[config.mk]
export PLATFORM = sky130hd
export DESIGN_NAME = dptr_mc
export DESIGN_NICKNAME = d
export VERILOG_FILES = /design/src/rtl/dptr_mc.sv
export SDC_FILE = /design/constraint.sdc
export NUM_CORES = 2
export LEC_CHECK = 0
export ABC_CLOCK_PERIOD_IN_PS = 3200
export CAP_MARGIN = 40
export CORE_ASPECT_RATIO = 1.2
export CORE_MARGIN = 2
export CORE_UTILIZATION = 57
export DETAILED_ROUTE_END_ITERATION = 12
export PLACE_DENSITY = 0.77
export SLEW_MARGIN = 40
export SYNTH_ARGS = -nofsm -noshare
export SYNTH_HDL_FRONTEND = slang
export SYNTH_SLANG_ARGS = --single-unit
[constraint.sdc]
create_clock -name clk -period 3.2 [get_ports clk]
set_clock_uncertainty 0.05 [all_clocks]
set_input_delay 0.64 -clock clk [delete_from_list [all_inputs] [get_ports clk]]
set_output_delay 0.64 -clock clk [all_outputs]
set_load 0.1 [all_outputs]
[src/rtl/dptr_mc.sv]
//------------------------------------------------------------------------------
// Module   : dptr_mc
// Brief    : Multicycle R-type datapath (IDLE/READ/EXEC/WB) with register file,
//            preload port and zero/illegal flags. Optional macro DPTR_OVF_EN
//            adds TR_OF and suppresses writeback on signed add/sub overflow.
// Revision : 1.0 - initial release
//------------------------------------------------------------------------------
`default_nettype none

module dptr_mc #(
  parameter int WIDTH = 32,
  parameter int NREGS = 32
) (
  input  logic             clk,
  input  logic             rst,
  input  logic [31:0]      instr,
  input  logic             instr_valid,
  output logic             instr_ready,
  input  logic             ld_en,
  input  logic [4:0]       ld_addr,
  input  logic [WIDTH-1:0] ld_data,
  output logic [WIDTH-1:0] result,
  output logic             done,
`ifdef DPTR_OVF_EN
  output logic             TR_OF,
`endif
  output logic             TR_ZF,
  output logic             TR_ILL
);

  localparam int AW = (NREGS > 1) ? $clog2(NREGS) : 1;

  localparam logic [5:0] c_ADD = 6'b100000;
  localparam logic [5:0] c_SUB = 6'b100010;
  localparam logic [5:0] c_AND = 6'b100100;
  localparam logic [5:0] c_OR  = 6'b100101;
  localparam logic [5:0] c_SLT = 6'b101010;
  localparam logic [5:0] c_SLL = 6'b000000;
  localparam logic [5:0] c_SRL = 6'b000010;

  typedef enum logic [1:0] {IDLE = 2'd0, READ = 2'd1, EXEC = 2'd2, WB = 2'd3} state_t;

  state_t           r_state, w_next;
  logic [31:0]      r_instr;
  logic [WIDTH-1:0] r_regs [NREGS];
  logic [WIDTH-1:0] r_opa, r_opb, r_alu;
  logic             r_ill;
  logic             r_ovf;

  logic [5:0]       w_op, w_funct;
  logic [4:0]       w_shamt;
  logic [AW-1:0]    w_rs, w_rt, w_rd, w_ld;
  logic [WIDTH-1:0] w_sum, w_dif, w_alu;
  logic             w_ill, w_ovf, w_lt, w_shbig, w_wr_ok;

  assign w_op    = r_instr[31:26];
  assign w_rs    = r_instr[21 +: AW];
  assign w_rt    = r_instr[16 +: AW];
  assign w_rd    = r_instr[11 +: AW];
  assign w_shamt = r_instr[10:6];
  assign w_funct = r_instr[5:0];
  assign w_ld    = ld_addr[AW-1:0];

  assign instr_ready = (r_state == IDLE);

  always_comb begin
    w_next = r_state;
    case (r_state)
      IDLE:    if (instr_valid) w_next = READ;
      READ:    w_next = EXEC;
      EXEC:    w_next = WB;
      WB:      w_next = IDLE;
      default: w_next = IDLE;
    endcase
  end

  assign w_sum   = r_opa + r_opb;
  assign w_dif   = r_opa - r_opb;
  assign w_lt    = $signed(r_opa) < $signed(r_opb);
  assign w_shbig = ({27'd0, w_shamt} >= 32'(WIDTH));

  always_comb begin
    w_alu = '0;
    w_ill = 1'b0;
    if (w_op != 6'd0) begin
      w_ill = 1'b1;
    end else begin
      case (w_funct)
        c_ADD:   w_alu = w_sum;
        c_SUB:   w_alu = w_dif;
        c_AND:   w_alu = r_opa & r_opb;
        c_OR:    w_alu = r_opa | r_opb;
        c_SLT:   w_alu = {{(WIDTH-1){1'b0}}, w_lt};
        c_SLL:   w_alu = w_shbig ? '0 : (r_opb << w_shamt);
        c_SRL:   w_alu = w_shbig ? '0 : (r_opb >> w_shamt);
        default: w_ill = 1'b1;
      endcase
    end
  end

`ifdef DPTR_OVF_EN
  // Signed overflow: operands (b negated for sub) agree in sign, result does not.
  assign w_ovf = (w_op == 6'd0) &&
                 (((w_funct == c_ADD) && (r_opa[WIDTH-1] == r_opb[WIDTH-1]) &&
                   (w_sum[WIDTH-1] != r_opa[WIDTH-1])) ||
                  ((w_funct == c_SUB) && (r_opa[WIDTH-1] != r_opb[WIDTH-1]) &&
                   (w_dif[WIDTH-1] != r_opa[WIDTH-1])));
  assign w_wr_ok = !r_ovf;
`else
  assign w_ovf   = 1'b0;
  assign w_wr_ok = 1'b1;
`endif

  always_ff @(posedge clk) begin
    if (rst) begin
      r_state <= IDLE;
      r_instr <= '0;
      r_opa   <= '0;
      r_opb   <= '0;
      r_alu   <= '0;
      r_ill   <= 1'b0;
      r_ovf   <= 1'b0;
      result  <= '0;
      done    <= 1'b0;
      TR_ZF   <= 1'b0;
      TR_ILL  <= 1'b0;
`ifdef DPTR_OVF_EN
      TR_OF   <= 1'b0;
`endif
      for (int i = 0; i < NREGS; i++) r_regs[i] <= '0;
    end else begin
      r_state <= w_next;
      done    <= 1'b0;
      TR_ILL  <= 1'b0;
`ifdef DPTR_OVF_EN
      TR_OF   <= 1'b0;
`endif
      case (r_state)
        IDLE: begin
          // Preload lands on the acceptance edge, so READ already sees it.
          if (ld_en && (w_ld != '0)) r_regs[w_ld] <= ld_data;
          if (instr_valid) r_instr <= instr;
        end
        READ: begin
          r_opa <= r_regs[w_rs];
          r_opb <= r_regs[w_rt];
        end
        EXEC: begin
          r_alu <= w_alu;
          r_ill <= w_ill;
          r_ovf <= w_ovf;
        end
        WB: begin
          done   <= 1'b1;
          TR_ILL <= r_ill;
`ifdef DPTR_OVF_EN
          TR_OF  <= r_ovf;
`endif
          if (!r_ill) begin
            result <= r_alu;
            TR_ZF  <= (r_alu == '0);
            if ((w_rd != '0) && w_wr_ok) r_regs[w_rd] <= r_alu;
          end
        end
        default: ;
      endcase
    end
  end

endmodule

`default_nettype wire

==> results.md <==
- DR WL/cell: 35.8 um
- Slew @ Worst Pin: 0.941 ns
- Starting density of the core: 57.6%
- First-pass GRT wire length: 363,000 um
- Die extent in y: 377 um
- Number of vias per cell: 7.20
- I/O Pins: 109
- Setup violations, final: 0
- Crit-path max FO: 21
- Status: finished, final reports clean
- Ys Warns: 0
- DRC: 0
- EDFF count, synth: 1,024
- Tmin final: 3.18 ns
- Mean Syn Cell Area: 12.9 um2
- Post-Syn Instances: 5,112
- Seq/Total Area, Yosys: 51.6%
- TritonCTS Sinks: 1,190
- Cell taking the most area after synthesis: edfxtp_1
- Htree depth: 3
- Seq cells post-synth: 1,190
- Async S/R FF share, synth: 0%
- Post-DP HPWL: 173,000 um
- Vias: 51,300
- Post-Route Utilization: 69.0%
- Worst Hold Class: primary input to register
- Post-route insts no fill: 7,129
- Pre-antenna DRT Iters: 8
- Syn-to-layout area delta: 19.7%
- Die ar.: 119,000 um2
- Initial antenna violation count: 11
- RSZ-0062 raised after global routing: yes
- VDD IR-drop max: 522 uV
- Core area: 115,000 um2
- Largest net degree at the start of global routing: 145
- Overall Global Routing Usage: 43.3%
- FMAX: 0.315 GHz
- Top cells by area, synth: edfxtp_1, mux4_2, nor2_1
- Final WL: 255,000 um
- Pwr Density: 738 nW/um2
- Clk slew on worst S/H paths: 0.06 ns
- Number of buffer cells added on primary ports: 108
- Period utilization: 99.3%
- Top cell type's share of synthesized area: 46.5%
- Final Hold Fails: 0
- CTS tree: built
- CP Class: register to register
- CP arrival: 3.80 ns
- CP Launch Type: register
- Inserted Diodes: 0
- CP startpoint: r_instr[6]
- Die W: 315 um
- R2R Path Start: r_instr[6]
- Antenna Nets Post-Route: 0
- Slew headroom: 37.3%
- Maxcap violations: 0
- Power Total: 0.0584 W
- Worst Path Required: 3.82 ns
- Reg2reg setup slack: 0.02 ns
- GR Overflow Total: 0
- CTS Buffer Depth: 3
- 1st-iter DRT viols: 7,620
- Vias in the first global route: 53,100
- CTS Root Cell: clkbuf_16
- Final Max Tran Viols: 0
- Leak pwr: 27.8 nW
- CP Capture Type: register
- HP Start: rst
- Netlist cell types: 89
- Synth Flop Type: edfxtp_1
- Routability Congestion: 1.02
- Share of cells above drive strength 1: 31.4%
- Nets: 5,702
- Post-placement cell count: 6,899
- CTS buffer count: 119
- FP Rows: 136
- Post-Syn Area: 66,100 um2
- Worst skew pair latency: 0.80 ns
power by group:
group	total, W	switching, W	internal (W)
clock	0.0143	0.00639	0.00790
combinational	0.0251	0.0143	0.0108
sequential	0.0190	0.00116	0.0178
metrics by stage:
| step | hold WS, ns | TNS (ns) | cell area [um2] | setup slack (ns) |
|---|---|---|---|---|
| 6_report | 0.286 | 0 | 79100 | 0.0209 |
| 3_5_place_dp | 0.398 | -1.16 | 74700 | -0.223 |
| 2_1_floorplan | 0.386 | -2.72 | 66200 | -0.0424 |
| 3_3_place_gp | 0.393 | -0.991 | 74700 | -0.229 |
| 4_1_cts | 0.272 | 0 | 78800 | 0.00195 |
| 5_1_grt | 0.305 | -0.189 | 79100 | -0.0382 |
area by class of cell:
type | count | area, um2
Clock buffer | 144 | 3110
Sequential cell | 1190 | 34100
Multi-Input combinational cell | 3349 | 30700
Tap cell | 1518 | 1900
Timing Repair Buffer | 747 | 8140
Clock inverter | 78 | 778
Fill cell | 7571 | 35600
Inverter | 103 | 387
routing by layer:
layer	share of wire (%)	wire, um	GRT usage [%]
met5	0.046	116	0
met4	10	26300	34.9
met3	12	31200	10.9
met2	48	122000	70.9
met1	29	75000	48.0
placed cells by master (no fill, tap or decap), drive strengths merged, types with 11 or more instances in the layout:
| master | Yosys | final |
|---|---|---|
| nor2 | 1217 | 1217 |
| edfxtp | 1024 | 1024 |
| a211oi | 88 | 88 |
| clkdlybuf4s50 | 0 | 71 |
| mux2 | 16 | 16 |
| mux4 | 675 | 675 |
| o211ai | 22 | 22 |
| nor3 | 34 | 34 |
| a221oi | 22 | 22 |
| clkinv | 1 | 50 |
| nand2 | 316 | 316 |
| buf | 103 | 675 |
| o31ai | 13 | 13 |
| a21oi | 187 | 187 |
| clkbuf | 398 | 145 |
| conb | 1 | 32 |
| o221ai | 18 | 18 |
| nor2b | 13 | 13 |
| a31oi | 20 | 20 |
| o21bai | 11 | 11 |
| nand2b | 40 | 40 |
| a22oi | 11 | 11 |
| a21o | 17 | 17 |
| mux2i | 155 | 155 |
| ha | 117 | 117 |
| inv | 102 | 111 |
| nor4 | 28 | 28 |
| dfxtp | 166 | 166 |
| o21ai | 105 | 105 |
| bufinv | 0 | 12 |
| nand3 | 20 | 20 |
state kept, by name (all words and copies together) (netlist names):
register / flops
r_instr: 32
done: 1
TR_ILL: 1
result: 32
r_state: 2
r_alu: 32
r_ill: 1
r_opa: 32
r_regs: 1024
TR_ZF: 1
r_opb: 32
cells by family (layout without fill, tap and decap cells):
| family | count (synthesis) | in the layout | synth area share [%] |
|---|---|---|---|
| adder cells (fa/ha/maj) | 119 | 119 | 2.28 |
| buffers and inverters | 604 | 1072 | 3.64 |
| flip-flops | 1190 | 1190 | 51.6 |
| AO/OA/AOI/OAI | 616 | 616 | 6.17 |
| XOR/XNOR | 11 | 11 | 0.146 |
| AND/OR/NAND/NOR | 1725 | 1725 | 10.6 |
| multiplexers | 846 | 846 | 25.6 |
| other | 1 | 32 | 0.00568 |
worst paths after layout:
| kind | cells past startpoint | to |
|---|---|---|
| max reg2reg | 11 | r_alu[1] |
| max | 11 | r_alu[1] |
| min | 5 | r_alu[10] |
| min reg2reg | 2 | result[31] |
worst max-delay path: stages, from the launching register on:
cell	delay, ns
dfxtp_2	0.65
buf_4	0.37
a211o_1	0.13
o21ai_0	0.20
buf_4	0.23
mux2i_1	0.25
nor2_1	0.07
a21oi_1	0.52
o22ai_1	0.20
buf_4	0.18
o21ai_0	0.13
a21oi_1	0.08
Yosys cell counts (22+ instances only):
cell type / number
nor2_1: 1216
edfxtp_1: 1024
mux4_2: 675
clkbuf_1: 388
nand2_1: 316
a21oi_1: 187
dfxtp_1: 166
mux2i_1: 155
ha_1: 117
inv_1: 100
o21ai_0: 98
a211oi_1: 87
buf_1: 80
nand2b_1: 40
nor3_1: 34
nor4_1: 26
a221oi_1: 22
o211ai_1: 22
repair_timing:
| action | CTS | global route |
|---|---|---|
| setup endpoints to repair | 15 | 228 |
| setup buffers | 4 | 3 |
| hold buffers | 0 | 0 |
| pin swaps | 8 | 20 |
| gates resized for setup | 26 | 64 |
(Power assumes the default switching activity.)
